===== src/rtl/psum_accum_engine.sv =====
// psum_accum_engine
// Drains psum vectors from the OFIFO into the psum SRAM. Each vector either
// overwrites its SRAM slot or is added lane-by-lane to the slot's current
// contents. An optional per-lane ReLU is applied just before the write.
// Every vector takes two cycles: FETCH pops it and, when accumulating, reads
// the old value; WRITE then stores the result.
//
// Build option: define PSUM_SAT_EN to saturate the per-lane add to the signed
// psum range. When it is left undefined, the add wraps modulo 2^psum_bw.
//
// state   | meaning
// --------+-----------------------------------------------------------------
// S_IDLE  | waiting for start; job fields are latched on start
// S_FETCH | waiting for an OFIFO vector; pops it and reads SRAM if acc_mode
// S_WRITE | writes f(captured [+ Q]) to addr, then advances addr/remaining
// S_DONE  | one-cycle completion pulse, then back to idle
module psum_accum_engine #(
    parameter int col     = 8,
    parameter int psum_bw = 16,
    parameter int addr_bw = 11
) (
    input  logic                     clk,
    input  logic                     reset,
    input  logic                     start,
    input  logic                     acc_mode,
    input  logic                     relu_en,
    input  logic [addr_bw-1:0]       base_addr,
    input  logic [addr_bw:0]         len,
    input  logic                     ofifo_valid,
    input  logic [col*psum_bw-1:0]   ofifo_out,
    output logic                     ofifo_rd,
    output logic                     CEN,
    output logic                     WEN,
    output logic [addr_bw-1:0]       A,
    output logic [col*psum_bw-1:0]   D,
    input  logic [col*psum_bw-1:0]   Q,
    output logic                     busy,
    output logic                     done
);

    localparam int DW = col * psum_bw;
    localparam logic [addr_bw-1:0] ADDR_ONE = {{(addr_bw-1){1'b0}}, 1'b1};
    localparam logic [addr_bw:0]   REM_ONE  = {{addr_bw{1'b0}}, 1'b1};

    typedef enum logic [1:0] {
        S_IDLE  = 2'd0,
        S_FETCH = 2'd1,
        S_WRITE = 2'd2,
        S_DONE  = 2'd3
    } state_t;

    state_t              state_q;
    logic [addr_bw-1:0]  addr_q;
    logic [addr_bw-1:0]  addr_d;
    logic [addr_bw:0]    rem_q;
    logic [addr_bw:0]    rem_d;
    logic [DW-1:0]       data_q;
    logic                acc_q;
    logic                relu_q;
    logic                busy_q;
    logic                done_q;

    logic                fetch_go;
    logic                write_go;
    logic [DW-1:0]       wr_data;

    // Per-lane result: optional add (wrapping or saturating), then optional ReLU.
    function automatic logic [psum_bw-1:0] lane_f(
        input logic [psum_bw-1:0] cap,
        input logic [psum_bw-1:0] mem,
        input logic               acc,
        input logic               relu
    );
        logic [psum_bw-1:0] r;
`ifdef PSUM_SAT_EN
        logic [psum_bw:0]   sum_w;
        sum_w = {cap[psum_bw-1], cap} + {mem[psum_bw-1], mem};
        if (!acc) begin
            r = cap;
        end else if (sum_w[psum_bw] != sum_w[psum_bw-1]) begin
            // Sign of the widened sum tells which rail was crossed.
            r = sum_w[psum_bw] ? {1'b1, {(psum_bw-1){1'b0}}}
                               : {1'b0, {(psum_bw-1){1'b1}}};
        end else begin
            r = sum_w[psum_bw-1:0];
        end
`else
        r = acc ? (cap + mem) : cap;
`endif
        if (relu && r[psum_bw-1]) begin
            r = '0;
        end
        return r;
    endfunction

    for (genvar g = 0; g < col; g++) begin : g_lane
        assign wr_data[g*psum_bw +: psum_bw] =
            lane_f(data_q[g*psum_bw +: psum_bw], Q[g*psum_bw +: psum_bw], acc_q, relu_q);
    end

    // Address and remaining-count successors used on every WRITE.
    always_comb begin
        addr_d = addr_q + ADDR_ONE;
        rem_d  = rem_q - REM_ONE;
    end

    // Sequencer: job latch, vector capture, address walk and status flags.
    always_ff @(posedge clk) begin
        if (reset) begin
            state_q <= S_IDLE;
            addr_q  <= '0;
            rem_q   <= '0;
            data_q  <= '0;
            acc_q   <= 1'b0;
            relu_q  <= 1'b0;
            busy_q  <= 1'b0;
            done_q  <= 1'b0;
        end else begin
            done_q <= 1'b0;
            case (state_q)
                S_IDLE: begin
                    if (start) begin
                        acc_q  <= acc_mode;
                        relu_q <= relu_en;
                        addr_q <= base_addr;
                        rem_q  <= len;
                        if (len != '0) begin
                            state_q <= S_FETCH;
                            busy_q  <= 1'b1;
                        end else begin
                            state_q <= S_DONE;
                            done_q  <= 1'b1;
                        end
                    end
                end
                S_FETCH: begin
                    if (ofifo_valid) begin
                        data_q  <= ofifo_out;
                        state_q <= S_WRITE;
                    end
                end
                S_WRITE: begin
                    addr_q <= addr_d;
                    rem_q  <= rem_d;
                    if (rem_d != '0) begin
                        state_q <= S_FETCH;
                    end else begin
                        state_q <= S_DONE;
                        busy_q  <= 1'b0;
                        done_q  <= 1'b1;
                    end
                end
                default: begin
                    state_q <= S_IDLE;
                end
            endcase
        end
    end

    // SRAM/OFIFO strobes. Reset masks everything immediately so an aborted
    // job cannot issue an access in the cycle where reset is applied.
    always_comb begin
        fetch_go = 1'b0;
        write_go = 1'b0;
        if (!reset) begin
            fetch_go = (state_q == S_FETCH) && ofifo_valid;
            write_go = (state_q == S_WRITE);
        end
        ofifo_rd = fetch_go;
        CEN      = !((fetch_go && acc_q) || write_go);
        WEN      = !write_go;
        A        = reset ? '0 : addr_q;
        D        = write_go ? wr_data : '0;
        busy     = busy_q && !reset;
        done     = done_q && !reset;
    end

endmodule

===== config.mk =====
export PLATFORM = sky130hd
export DESIGN_NAME = psum_accum_engine
export DESIGN_NICKNAME = d
export VERILOG_FILES = /design/src/rtl/psum_accum_engine.sv
export SDC_FILE = /design/constraint.sdc
export NUM_CORES = 1
export LEC_CHECK = 0
export BUFFER_PORTS_ARGS = -buffer_cell sky130_fd_sc_hd__buf_2
export CAP_MARGIN = 20
export CORE_MARGIN = 2
export CORE_UTILIZATION = 35
export CTS_CLUSTER_DIAMETER = 150
export DETAILED_ROUTE_END_ITERATION = 12
export GPL_ROUTABILITY_DRIVEN = 0
export SYNTH_ARGS = -nofsm -noshare
export SYNTH_HDL_FRONTEND = slang
export SYNTH_SLANG_ARGS = --single-unit

===== constraint.sdc =====
create_clock -name clk -period 6.65 [get_ports clk]
set_input_delay 1.995 -clock clk [delete_from_list [all_inputs] [get_ports clk]]
set_output_delay 1.995 -clock clk [all_outputs]
set_load 0.01 [all_outputs]

======== Word-level counts from Yosys, hierarchy flattened ========
Cells that the tools add are included.
word-level totals
  output and inout port bits .............. 144
  input port bits ......................... 285
  flip-flop bits (word level) ............. 157
  bits in latches ......................... 0
  RAM bits ................................ 0
  memories kept ........................... 0
  ROM bits ................................ 0
  logic and storage cells ................. 86
operators by class
  shift operators ......................... 0
  add/sub/neg operators ................... 10
  divide/modulo/power cells ............... 0
  order comparisons ....................... 0
  multiply operators ...................... 0
  reduce and logical (&&, ||, !) cells .... 25
  eq/ne operators ......................... 6
  muxes and demuxes ....................... 37
  bitwise operators ....................... 0
operators by type and width
  kind                     number
  $mux W16                 16
  $add A16 B16 Y16         8
  $mux W128                1
  $pmux W12 S2             1
  $reduce_bool A12 Y1      2
  $mux W11                 2
  $pmux W11 S2             1
  $logic_and A1 B1 Y1      12
  $mux W12                 1
  $sub A12 B1 Y12 const B  1
  $add A11 B1 Y11 const B  1
  $mux W1                  8
  $mux W2                  4
  $ne A2 B2 Y1 const B     4
  $reduce_and A2 Y1        4
  $pmux W2 S3              1
  $pmux W1 S2              2
  $reduce_and A4 Y1        1
  $logic_not A1 Y1         3
  $eq A2 B1 Y1 const B     1
  $eq A2 B2 Y1 const B     1
  $logic_not A2 Y1         1
  $reduce_bool A2 Y1       1
  $logic_or A1 B1 Y1       1

======== Longest topological paths before layout ========
  depth in word-level cells ............... 6
  depth in mapped cells ................... 11
  gate-level depth less buffers ........... 11

======== Worst setup path before layout ========
No wires, ideal clock.
  path kind ............................... in2out
  start ................................... in Q[80]
  end ..................................... out D[92]
  required time ........................... 4655 ps
  data arrival time ....................... 4271 ps
  stages on the path ...................... 10
  slack ................................... 384 ps
  buffers on the path ..................... 0
  path through ............................ ha_1 > fa_1 > a21o_1 > a21o_1 > a21oi_2 > nor2_1 > a2111o_1 > a311oi_1 > a31oi_1 > a211oi_1
on the way
  longest elaborated chain between the ends .. 5
ends and longest elaborated chain
  item                  line  text
  start: declaration    36    input logic [col*psum_bw-1:0] Q,
  $add A16 B16 Y16 (*)  88    r = acc ? (cap + mem) : cap;
  $mux W16 (*)          88
  $logic_and A1 B1 Y1   90    if (relu && r[psum_bw-1]) begin
  $mux W16 (*)          90
  $mux W128 (*)         173   D = write_go ? wr_data : '0;
  end: declaration      35    output logic [col*psum_bw-1:0] D,
Mark *: on every way between the ends. The rest lies on a longest branch, timed or not.

======== Worst setup path in the final report ========
  start ................................... in Q[2]
  end ..................................... out D[12]
Same word-level chain as after synthesis.

==> flow_summary.html <==
<table>
<tr><th>Metric</th><th>Value</th></tr>
<tr><th colspan="2">Placement</th></tr>
<tr><td>DP Cell Count</td><td>between 2000 and 3000</td></tr>
<tr><td>HPWL after detailed placement</td><td>34940 um</td></tr>
<tr><td>IO buf count</td><td>428</td></tr>
<tr><td>Worst setup slack before clock tree synthesis</td><td>0.002095 ns</td></tr>
<tr><th colspan="2">Status</th></tr>
<tr><td>Result of the run</td><td>finished clean</td></tr>
<tr><th colspan="2">STA</th></tr>
<tr><td>Final Hold Violating Endpoints</td><td>0</td></tr>
<tr><td>Final Max Slew Viols</td><td>0</td></tr>
<tr><td>Min cycle time layout</td><td>6.551 ns</td></tr>
<tr><td>Count of final setup violators</td><td>0</td></tr>
<tr><td>Worst setup slack after layout</td><td>roughly 0.099 ns</td></tr>
<tr><td>Slew @ Worst Pin</td><td>0.9761 ns</td></tr>
<tr><td>Final worst path period share</td><td>a little over nine tenths</td></tr>
<tr><td>Post-Route Skew</td><td>about 0.0082 ns</td></tr>
<tr><td>Total negative slack</td><td>0 ns</td></tr>
<tr><td>Worst max-slew margin expressed relative to the limit</td><td>about a third</td></tr>
<tr><td>Highest attainable clock frequency</td><td>about 150 MHz</td></tr>
<tr><th colspan="2">Clock tree</th></tr>
<tr><td>TritonCTS clock tree</td><td>yes</td></tr>
<tr><td>Clock root cell</td><td>sky130_fd_sc_hd__clkbuf_16</td></tr>
<tr><td>Clk buf depth</td><td>2</td></tr>
<tr><td>H-Tree Depth</td><td>4</td></tr>
<tr><td>Clock latency at the later pin of the worst-skew pair</td><td>about 0.46 ns</td></tr>
<tr><td>CTS clk-pin slew, worst paths</td><td>0.06 ns</td></tr>
<tr><td>Total CTS buffers</td><td>17</td></tr>
<tr><td>Number of clock sinks</td><td>between 150 and 200</td></tr>
<tr><th colspan="2">Synthesis</th></tr>
<tr><td>Synth Flop Type</td><td>sky130_fd_sc_hd__dfxtp_1</td></tr>
<tr><td>Average cell area after synthesis</td><td>approximately 7.4 um^2</td></tr>
<tr><td>Post-synthesis sequential area ratio</td><td>roughly 23%</td></tr>
<tr><td>Total standard cell area after synthesis</td><td>about 14000 um^2</td></tr>
<tr><td>Post-Synthesis Net Count</td><td>roughly 2300</td></tr>
<tr><td>Number of enable flip-flop cells after synthesis</td><td>0</td></tr>
<tr><td>Yosys warns</td><td>0</td></tr>
<tr><td>Post-synthesis cell count</td><td>1872</td></tr>
<tr><td>Post-synthesis sequential element count</td><td>about 160</td></tr>
<tr><td>Number of different library cells in the post-synthesis netlist</td><td>just over 80</td></tr>
<tr><td>Async SR Flop Fraction</td><td>0%</td></tr>
<tr><th colspan="2">Global route</th></tr>
<tr><td>GR Overflow Total</td><td>0</td></tr>
<tr><td>Global-route wire length before repair</td><td>approximately 74000 um</td></tr>
<tr><td>Pin count of the biggest net entering global routing</td><td>around 170</td></tr>
<tr><td>Initial antenna violation count</td><td>12</td></tr>
<tr><td>Global-route usage over all layers</td><td>between 20 and 25%</td></tr>
<tr><td>Number of global-route vias before repair</td><td>14250</td></tr>
<tr><th colspan="2">Die</th></tr>
<tr><td>Die width</td><td>between 200 and 250 um</td></tr>
<tr><td>Starting density of the core</td><td>35.57%</td></tr>
<tr><td>Number of rows in the core area</td><td>around 70</td></tr>
<tr><td>Area of the placeable core</td><td>between 30000 and 40000 um^2</td></tr>
<tr><td>Vertical die dimension</td><td>202.4 um</td></tr>
<tr><td>Top Ports</td><td>~430</td></tr>
<tr><td>Die footprint</td><td>between 40000 and 50000 um^2</td></tr>
<tr><th colspan="2">Drt</th></tr>
<tr><td>Number of optimization iterations in the first detailed-route pass</td><td>7</td></tr>
<tr><td>Number of nets with antenna violations after routing</td><td>0</td></tr>
<tr><td>Count of vias placed by the detailed router</td><td>14950</td></tr>
<tr><td>Routed WL per cell</td><td>between 15 and 20 um</td></tr>
<tr><td>DRC marker count from the first detailed-route iteration</td><td>a little under 900</td></tr>
<tr><td>Average vias per placed instance</td><td>5.370</td></tr>
<tr><td>Total Routed Length</td><td>approximately 47000 um</td></tr>
<tr><td>Post-detailed-route DRC marker count</td><td>0</td></tr>
<tr><th colspan="2">Final layout</th></tr>
<tr><td>Post-layout instance count excluding filler cells</td><td>approximately 2800</td></tr>
<tr><td>Fraction of layout instances using a drive strength above 1</td><td>~24%</td></tr>
<tr><td>Number of nets at the end of the flow</td><td>2665</td></tr>
<tr><td>Most common cell after layout, fill and taps aside</td><td>sky130_fd_sc_hd__buf_2</td></tr>
<tr><td>Most used cells in the layout excluding fill and tap cells</td><td>427 x sky130_fd_sc_hd__buf_2, 340 x sky130_fd_sc_hd__nand2_1, 247 x sky130_fd_sc_hd__a21oi_1</td></tr>
<tr><td>Area occupied by registers</td><td>about 3100 um^2</td></tr>
<tr><td>Combined area of the multi-input logic cells</td><td>around 10000 um^2</td></tr>
<tr><td>Fill cell instance count of the final layout</td><td>roughly 4000</td></tr>
<tr><td>Post-synthesis to final-layout area growth</td><td>24.59%</td></tr>
<tr><th colspan="2">Power and ir drop</th></tr>
<tr><td>Cell Pwr Density</td><td>~160 nW/um^2</td></tr>
<tr><td>Static power due to leakage</td><td>7.649 nW</td></tr>
<tr><td>Worst-case vdd ir drop</td><td>0.1763 mV</td></tr>
<tr><th colspan="2">Setup path</th></tr>
<tr><td>Largest fanout of any net on the critical path</td><td>8</td></tr>
<tr><td>Critical Path Start Type</td><td>input port</td></tr>
<tr><td>Cell Chain, Critical Path</td><td>buf_2 -&gt; ha_1 -&gt; o21ai_2 -&gt; nor3_2 -&gt; o41a_1 -&gt; nand3_1 -&gt; o2bb2ai_1 -&gt; a31oi_1 -&gt; o211ai_4 -&gt; a211oi_2 -&gt; buf_2</td></tr>
<tr><td>Reg-to-reg slack, setup</td><td>3.86 ns</td></tr>
<tr><td>Critical-path cell with the highest stage delay</td><td>sky130_fd_sc_hd__a31oi_1</td></tr>
<tr><td>Critical path endpoint category</td><td>output pin</td></tr>
<tr><td>Most frequent cell on the critical path</td><td>sky130_fd_sc_hd__buf_2</td></tr>
<tr><td>Arrival time of data at the critical path endpoint</td><td>~4.6 ns</td></tr>
<tr><td>Slowest stage delay, CP</td><td>roughly 0.52 ns</td></tr>
<tr><td>CP required</td><td>about 4.7 ns</td></tr>
<tr><td>Classification of the worst setup path</td><td>in -&gt; out</td></tr>
<tr><th colspan="2">Run</th></tr>
<tr><td>Maximum Capacitance Violations</td><td>0</td></tr>
<tr><th colspan="2">Min path</th></tr>
<tr><td>Hold crit path type</td><td>reg -&gt; reg</td></tr>
</table>
-- report_power, final --
part           total [W]  switching, W  leakage (nW)  internal [W]
Combinational   0.000733      0.000415          6.09      0.000318
Clock            0.00105      0.000451         0.282      0.000602
Sequential       0.00103     0.0000486          1.28      0.000985
-- state kept, by name, indices dropped and copies added (netlist names) --
| register | count |
|---|---|
| addr_q | 11 |
| acc_q | 1 |
| relu_q | 1 |
| data_q | 128 |
| state_q | 2 |
| rem_q | 12 |
| done_q | 1 |
| busy_q | 1 |
-- path summary, 6_finish.rpt --
path                                              start                 endpoint  cells past startpoint
worst max-delay path                               Q[2]                    D[12]                     11
worst min-delay path            data_q[32]$_SDFFE_PP0P_  data_q[32]$_SDFFE_PP0P_                      2
worst max register to register  state_q[1]$_SDFFE_PP0P_   data_q[1]$_SDFFE_PP0P_                      5
worst min register to register  data_q[32]$_SDFFE_PP0P_  data_q[32]$_SDFFE_PP0P_                      2
-- worst max-delay path, delay by kind of cell --
family	cells	cell delay [ns]
AO/OA/AOI/OAI	6	1.57
AND/OR/NAND/NOR	2	0.31
buffers and inverters	2	0.28
adder cells (fa/ha/maj)	1	0.40
-- final cells by class --
type                       count  share of cell area, %
antenna                        5                0.07289
clock buffer                  19                  2.580
clock inverter                12                 0.9548
inverter                      31                 0.6778
multi-input combinational   1586                  59.65
sequential                   157                  18.33
tap                          518                  3.776
timing repair buffer         456                  13.96
-- through the flow --
step | hold slack [ns] | utilization, % | cell area [um^2] | total power [W]
3_5_place_dp | 0.4651 | 42.36 | 16410 | 0.001776
5_1_grt | 0.4936 | 44.30 | 17160 | 0.002978
2_1_floorplan | 0.4487 | - | 13780 | 0.001543
3_3_place_gp | 0.4593 | 42.36 | 16410 | 0.001763
4_1_cts | 0.4740 | 43.94 | 17020 | 0.002843
6_report | 0.4712 | 44.32 | 17170 | 0.002819
-- synthesized netlist by cell type, types with 19 or more instances --
master | count | area, um^2
sky130_fd_sc_hd__nand2_1 | 340 | 1276
sky130_fd_sc_hd__a21oi_1 | 253 | 1266
sky130_fd_sc_hd__nor2_1 | 211 | 792.0
sky130_fd_sc_hd__dfxtp_1 | 157 | 3143
sky130_fd_sc_hd__ha_1 | 123 | 1539
sky130_fd_sc_hd__mux2i_1 | 87 | 870.8
sky130_fd_sc_hd__clkbuf_1 | 85 | 319.1
sky130_fd_sc_hd__xnor2_1 | 72 | 630.6
sky130_fd_sc_hd__o21ai_0 | 51 | 255.2
sky130_fd_sc_hd__a21o_1 | 48 | 360.4
sky130_fd_sc_hd__a211oi_1 | 34 | 255.2
sky130_fd_sc_hd__nor2b_1 | 32 | 200.2
sky130_fd_sc_hd__inv_1 | 30 | 112.6
sky130_fd_sc_hd__nor3_1 | 29 | 145.1
sky130_fd_sc_hd__xor2_1 | 28 | 245.2
sky130_fd_sc_hd__nand3_1 | 21 | 105.1
sky130_fd_sc_hd__a31oi_1 | 19 | 118.9
-- kinds of logic after synthesis --
| kind of cell | synth area share, % |
|---|---|
| fa+ha+maj | 12.33 |
| buf+inv | 3.832 |
| compound gates | 24.92 |
| mux | 6.484 |
| flops | 22.81 |
| xor+xnor | 6.357 |
| simple gates | 23.27 |
-- repair_timing --
item,in CTS,in global routing
hold buffers,0,0
cloned,0,1
pin swaps,0,4
setup buffers,0,1
resized for setup,1,20
setup endpoints to repair,1,31
-- layer usage --
metal  share of wire, %  wire length (um)  vias to the layer above  track usage [%]
met5               0.16                74                        -                0
met4                2.4              1142                       12            7.769
met3                5.9              2816                       79            5.079
met2                 48             22650                      420            38.33
met1                 44             20780                     7023            27.44
li1                   -                 -                     7415                -
No activity file was read; power rests on OpenSTA's default activity.
